File: src/rtl/alu_pkg.sv
// alu_pkg: definitions shared by the ALU, the round-robin arbiter and the
// arbiter top level.
//   - FS_* : function-select encodings understood by the ALU
//   - fs_legal() : true for the encodings the ALU implements
//   - flags_t : packed {z, v, n, c} condition flags
//   - state_t : arbiter FSM state encoding
package alu_pkg;

  localparam logic [4:0] FS_MOV = 5'b00000;
  localparam logic [4:0] FS_ADD = 5'b00010;
  localparam logic [4:0] FS_SUB = 5'b00101;
  localparam logic [4:0] FS_AND = 5'b01000;
  localparam logic [4:0] FS_OR  = 5'b01010;
  localparam logic [4:0] FS_XOR = 5'b01100;
  localparam logic [4:0] FS_NOT = 5'b01110;
  localparam logic [4:0] FS_LSL = 5'b10000;
  localparam logic [4:0] FS_LSR = 5'b10001;

  typedef struct packed {
    logic z;
    logic v;
    logic n;
    logic c;
  } flags_t;

  typedef enum logic [1:0] {
    ST_IDLE = 2'd0,
    ST_EXEC = 2'd1,
    ST_RESP = 2'd2
  } state_t;

  function automatic logic fs_legal(input logic [4:0] fs);
    case (fs)
      FS_MOV, FS_ADD, FS_SUB, FS_AND, FS_OR,
      FS_XOR, FS_NOT, FS_LSL, FS_LSR: fs_legal = 1'b1;
      default:                        fs_legal = 1'b0;
    endcase
  endfunction

endpackage

File: src/rtl/alu.sv
// alu: purely combinational ALU.
//   a_i, b_i : operands
//   fs_i     : function select (alu_pkg::FS_*)
//   sh_i     : shift amount for LSL/LSR
//   f_o      : result (wraps at W bits)
//   flags_o  : {z, v, n, c}; SUB carry is the borrow, LSL carry is A[W-1],
//              LSR carry is A[0]. Unknown encodings give F = 0.
module alu
  import alu_pkg::*;
#(
  parameter int W = 32
) (
  input  logic [W-1:0] a_i,
  input  logic [W-1:0] b_i,
  input  logic [4:0]   fs_i,
  input  logic [4:0]   sh_i,
  output logic [W-1:0] f_o,
  output flags_t       flags_o
);

  logic [W:0] wide;
  logic       cy;
  logic       ov;

  always_comb begin
    f_o  = '0;
    wide = '0;
    cy   = 1'b0;
    ov   = 1'b0;
    case (fs_i)
      FS_MOV: f_o = a_i;
      FS_ADD: begin
        wide = {1'b0, a_i} + {1'b0, b_i};
        f_o  = wide[W-1:0];
        cy   = wide[W];
        ov   = (a_i[W-1] == b_i[W-1]) && (f_o[W-1] != a_i[W-1]);
      end
      FS_SUB: begin
        // Bit W of the widened difference is set exactly when a borrow occurs.
        wide = {1'b0, a_i} - {1'b0, b_i};
        f_o  = wide[W-1:0];
        cy   = wide[W];
        ov   = (a_i[W-1] != b_i[W-1]) && (f_o[W-1] != a_i[W-1]);
      end
      FS_AND: f_o = a_i & b_i;
      FS_OR:  f_o = a_i | b_i;
      FS_XOR: f_o = a_i ^ b_i;
      FS_NOT: f_o = ~a_i;
      FS_LSL: begin
        f_o = a_i << sh_i;
        cy  = a_i[W-1];
      end
      FS_LSR: begin
        f_o = a_i >> sh_i;
        cy  = a_i[0];
      end
      default: f_o = '0;
    endcase
    flags_o.z = (f_o == '0);
    flags_o.v = ov;
    flags_o.n = f_o[W-1];
    flags_o.c = cy;
  end

endmodule

File: src/rtl/rr_arb2.sv
// rr_arb2: two-input round-robin grant, combinational.
//   valid_i : request lines
//   last_i  : index of the port served most recently
//   grant_o : one-hot grant (or zero when nothing is requested)
module rr_arb2 (
  input  logic [1:0] valid_i,
  input  logic       last_i,
  output logic [1:0] grant_o
);

  // On a tie the port that was not served last wins.
  assign grant_o[0] = valid_i[0] & (~valid_i[1] | last_i);
  assign grant_o[1] = valid_i[1] & (~valid_i[0] | ~last_i);

endmodule

File: src/rtl/alu_arbiter.sv
// alu_arbiter: shares one ALU between the execute stage (port 0) and the
// address-generation unit (port 1) with round-robin arbitration. One
// operation is in flight at a time: IDLE (grant/capture) -> EXEC (ALU
// evaluates captured operands, result registered) -> RESP (held until the
// granted port consumes it).
//   clk, rst_n         : clock, asynchronous active-low reset
//   req_valid/ready[i] : request handshake per port
//   req_a/b/fs/sh[i]   : operands, function select, shift amount per port
//   resp_valid/ready[i]: response handshake per port
//   resp_f, resp_z/v/n/c, resp_err : registered result, flags, illegal-FS flag
module alu_arbiter
  import alu_pkg::*;
#(
  parameter int W = 32
) (
  input  logic                clk,
  input  logic                rst_n,
  input  logic [1:0]          req_valid,
  output logic [1:0]          req_ready,
  input  logic [1:0][W-1:0]   req_a,
  input  logic [1:0][W-1:0]   req_b,
  input  logic [1:0][4:0]     req_fs,
  input  logic [1:0][4:0]     req_sh,
  output logic [1:0]          resp_valid,
  input  logic [1:0]          resp_ready,
  output logic [W-1:0]        resp_f,
  output logic                resp_z,
  output logic                resp_v,
  output logic                resp_n,
  output logic                resp_c,
  output logic                resp_err
);

  state_t         state_q, state_d;
  logic           last_q;
  logic           gnt_q;
  logic [W-1:0]   a_q, b_q;
  logic [4:0]     fs_q, sh_q;
  logic [W-1:0]   f_q;
  flags_t         flags_q;
  logic           err_q;

  logic [1:0]     grant;
  logic           accept;
  logic           gidx;
  logic [W-1:0]   alu_f;
  flags_t         alu_flags;

  rr_arb2 u_arb (
    .valid_i (req_valid),
    .last_i  (last_q),
    .grant_o (grant)
  );

  alu #(.W(W)) u_alu (
    .a_i     (a_q),
    .b_i     (b_q),
    .fs_i    (fs_q),
    .sh_i    (sh_q),
    .f_o     (alu_f),
    .flags_o (alu_flags)
  );

  assign gidx = grant[1];

  always_comb begin
    state_d    = state_q;
    accept     = 1'b0;
    req_ready  = 2'b00;
    resp_valid = 2'b00;
    case (state_q)
      ST_IDLE: begin
        // Gated by rst_n so ready reads 0 while reset is held.
        req_ready = rst_n ? grant : 2'b00;
        accept    = |grant;
        if (accept) state_d = ST_EXEC;
      end
      ST_EXEC: state_d = ST_RESP;
      ST_RESP: begin
        resp_valid = gnt_q ? 2'b10 : 2'b01;
        if (resp_ready[gnt_q]) state_d = ST_IDLE;
      end
      default: state_d = ST_IDLE;
    endcase
  end

  always_ff @(posedge clk or negedge rst_n) begin
    if (!rst_n) begin
      state_q <= ST_IDLE;
      last_q  <= 1'b1;
      gnt_q   <= 1'b0;
    end else begin
      state_q <= state_d;
      if (accept) begin
        last_q <= gidx;
        gnt_q  <= gidx;
      end
    end
  end

  always_ff @(posedge clk or negedge rst_n) begin
    if (!rst_n) begin
      a_q     <= '0;
      b_q     <= '0;
      fs_q    <= '0;
      sh_q    <= '0;
      f_q     <= '0;
      flags_q <= '0;
      err_q   <= 1'b0;
    end else begin
      if (accept) begin
        a_q  <= req_a[gidx];
        b_q  <= req_b[gidx];
        fs_q <= req_fs[gidx];
        sh_q <= req_sh[gidx];
      end
      if (state_q == ST_EXEC) begin
        if (fs_legal(fs_q)) begin
          f_q     <= alu_f;
          flags_q <= alu_flags;
          err_q   <= 1'b0;
        end else begin
          f_q     <= '0;
          flags_q <= '0;
          err_q   <= 1'b1;
        end
      end
    end
  end

  assign resp_f   = f_q;
  assign resp_z   = flags_q.z;
  assign resp_v   = flags_q.v;
  assign resp_n   = flags_q.n;
  assign resp_c   = flags_q.c;
  assign resp_err = err_q;

endmodule

File: config.mk
export PLATFORM = sky130hd
export DESIGN_NAME = alu_arbiter
export DESIGN_NICKNAME = d
export VERILOG_FILES = /design/src/rtl/alu_pkg.sv /design/src/rtl/alu.sv /design/src/rtl/rr_arb2.sv /design/src/rtl/alu_arbiter.sv
export SDC_FILE = /design/constraint.sdc
export NUM_CORES = 1
export LEC_CHECK = 0
export ABC_AREA = 1
export CORE_AREA = 3 3 213 215
export DETAILED_ROUTE_END_ITERATION = 10
export DIE_AREA = 0 0 216 218
export GPL_TIMING_DRIVEN = 0
export PLACE_DENSITY_LB_ADDON = 0.3
export SKIP_LAST_GASP = 1
export SLEW_MARGIN = 20
export SYNTH_ARGS = -nofsm -noshare
export SYNTH_HDL_FRONTEND = slang
export SYNTH_SLANG_ARGS = --single-unit
File: constraint.sdc
create_clock -name clk -period 2.4 [get_ports clk]
set_clock_uncertainty 0.1 [all_clocks]
set_input_delay 0.24 -clock clk [delete_from_list [all_inputs] [get_ports clk]]
set_output_delay 0.24 -clock clk [all_outputs]
set_load 0.005 [all_outputs]
==> run_results.csv <==
group,metric,value,unit
run_status,status,"finished, violations left",
run_status,violations,"setup timing",
drt,dr.pass1.iters,8,
floorplan,fp-row-count,77,
place,gp_congestion,1.05,
worst_setup_path,timing.rr.end,"resp_z$_DFFE_PN0N_",
timing,fin_setup_tns,-2.43,ns
timing,hold_ws,0.0103,ns
flow_run,maxCapViolCount,0,
clock_tree,path_clk_slew,0.08,ns
timing,setup_violations,23,
worst_setup_path,crit_arrival,3.19,ns
layout,nFillCells,4518,
clock_tree,clock_latency,0.49,ns
timing,rsz0062_at_grt,"yes",
worst_setup_path,rr_worst_depth,13,
global_route,grt_pass1_wl,139,mm
clock_tree,cts_buffers,17,
worst_setup_path,crit_required,2.71,ns
timing,finalHoldViolCount,0,
clock_tree,clock_path_buffers,2,
timing,drv_slew,0,
timing,worst_slew_margin_rel,43.2,%
timing,fin_crit_sh,120,%
layout,areaGrowthSynthToFinish,52.1,%
worst_setup_path,cp-startpoint,"a_q[31]$_DFFE_PN0P_",
drt,routed-via-count,21742,
worst_setup_path,ff2ff_setup_slack,-0.48,ns
clock_tree,tritoncts,"yes",
yosys,syn-instance-count,2792,
layout,finalNetCount,3399,
place,hpwl,74.6,mm
drt,remaining_drc_errors,0,
global_route,grt_max_degree,81,
yosys,syn_nets,3053,
global_route,grt_overflow,0,
drt,wirelength,101,mm
floorplan,die_w,216,um
yosys,synth_top_area_cell,"nand2_1",
floorplan,dieHeight,218,um
yosys,yosysSeqAreaShare,18.7,%
yosys,synth.most_common_cell,"nand2_1",
timing,period_needed,2.88,ns
place,io_buffers,194,
drt,wire_per_inst,26.9,um
yosys,yosys.cell_types.count,37,
timing,tightest_slew,0.852,ns
worst_setup_path,path_class,"flop to flop",
yosys,synth.top_cell.area_share,22.8,%
yosys,ys_warn_count,0,
yosys,syn_area_per_cell,5.47,um2
global_route,grt_use_total,41.0,%
floorplan,dieArea,47100,um2
yosys,syn_area,15300,um2
global_route,grt_pass1_vias,20388,
worst_setup_path,setup.worst_path.end_class,"flop",
timing,fmax,0.347,GHz
clock_tree,htree_levels,4,
yosys,synth.area.top_cells,"nand2_1, dfrtp_1, nand3_1",
yosys,synth_ff_type,"dfrtp_1",
worst_setup_path,crit_path_max_fanout,7,
floorplan,fp.coreArea,43900,um2
yosys,synth-seq-cells,114,
floorplan,io_pins,195,
layout,drive_above_1_share,27.9,%
global_route,antenna_found_initial,3,
worst_setup_path,r2r-start,"a_q[31]$_DFFE_PN0P_",
worst_hold_path,hp-class,"primary input to async pin",
timing,final.setup.worst_slack,-0.482,ns
yosys,synth-edff-count,0,
drt,ant_nets,0,
place,preCtsSetupSlack,-1.40,ns
drt,avgViaCountPerCell,5.80,
yosys,synth_commonest_cells,"nand2_1, nand3_1, inv_1",
yosys,async_reset_ff_share,100,%
clock_tree,clock_sinks,114,
worst_setup_path,start_kind,"flop",
clock_tree,ctsRootBufferMaster,"clkbuf_16",
drt,drtIter0Drc,2471,
floorplan,initial_core_util,34.7,%
placed cells by master (no fill, tap or decap), drive strengths merged, types with 8 or more instances in the layout:
cell	Yosys	layout
a21oi	42	42
a31oi	76	76
buf	70	196
clkbuf	68	91
clkdlybuf4s50	0	193
clkinvlp	0	8
dfrtp	113	113
ha	105	105
inv	342	339
nand2	928	928
nand3	539	539
nand4	36	36
nor2	338	338
nor3	21	21
o211ai	9	9
o21ai	56	56
o22ai	20	20
metrics by stage:
step | utilization (%) | instances | area (um2)
after floorplan | - | 2792 | 15300
after global placement | 40.9 | 3578 | 17900
after detailed placement | 40.9 | 3579 | 18000
after CTS | 48.8 | 3705 | 21500
after global routing | 52.8 | 3743 | 23200
final | 52.9 | 3746 | 23200
area by class of cell:
| type | instances | area [um2] | share of cell area (%) |
|---|---|---|---|
| tap | 592 | 741 | 3.19 |
| clock inverter | 14 | 204 | 0.878 |
| multi-input combinational | 2196 | 13300 | 57.4 |
| timing repair buffer | 332 | 3170 | 13.7 |
| clock buffer | 18 | 439 | 1.89 |
| sequential | 114 | 2920 | 12.6 |
| inverter | 344 | 1340 | 5.76 |
| buffer | 133 | 1060 | 4.57 |
| antenna | 3 | 7.51 | 0.0323 |
worst max-delay path, stage by stage, from the launching register on:
cell	delay, ns
dfrtp_2	0.52
inv_1	0.31
ha_2	0.42
inv_2	0.18
o21ai_0	0.11
nor2_1	0.10
nand2_1	0.07
nor2_1	0.27
nand2_2	0.13
nor2_4	0.13
nand3_1	0.12
nor2_1	0.14
nand3_2	0.12
nand2_1	0.09
sequential cells by signal, summed over array words and instances, names as in the netlist:
register / flops
last_q: 1
resp_f: 32
resp_z: 1
a_q: 32
state_q: 2
sh_q: 5
resp_v: 1
b_q: 32
fs_q: 5
resp_c: 1
resp_err: 1
gnt_q: 1
routing by layer:
metal	wire [um]	global-route usage, %	vias up	share of wire (%)
met4	6440	20.5	2	6.4
met1	39100	52.1	10294	39
li1	-	-	9709	-
met2	42800	62.9	1471	42
met3	12500	12.8	266	12
met5	12	0	-	0.012
cell families (layout without fill, tap and decap cells):
| group | Yosys count | after routing | synth area share [%] |
|---|---|---|---|
| DFF | 114 | 114 | 18.7 |
| other | 0 | 3 | 0 |
| buffers and inverters | 482 | 841 | 12.4 |
| AOI/OAI and AO/OA | 219 | 219 | 8.43 |
| and+or+nand+nor | 1868 | 1868 | 51.5 |
| xor gates and xnor gates | 2 | 2 | 0.115 |
| adders and majority gates | 107 | 107 | 8.87 |
what timing repair did:
action,in CTS,in global routing
gates resized for setup,616,395
hold buffers,4,5
hold endpoints to repair,96,113
setup buffers,86,35
endpoints found under the setup margin,111,63
cloned,8,2
pin swaps,92,126
worst max path at each step:
stage	to	slack, ns	cells past startpoint
floorplan	resp_z$_DFFE_PN0N_	0.02	18
global placement	sh_q[2]$_DFFE_PN0P_	-3.64	1
detailed placement	resp_z$_DFFE_PN0N_	-1.40	17
CTS	resp_z$_DFFE_PN0N_	-0.47	18
global route	resp_z$_DFFE_PN0N_	-0.54	17
finish	resp_z$_DFFE_PN0N_	-0.48	13
Power is left out: the tool's default activity adds up to more than one toggle a clock period on the data nets, which glitch-free logic cannot reach.
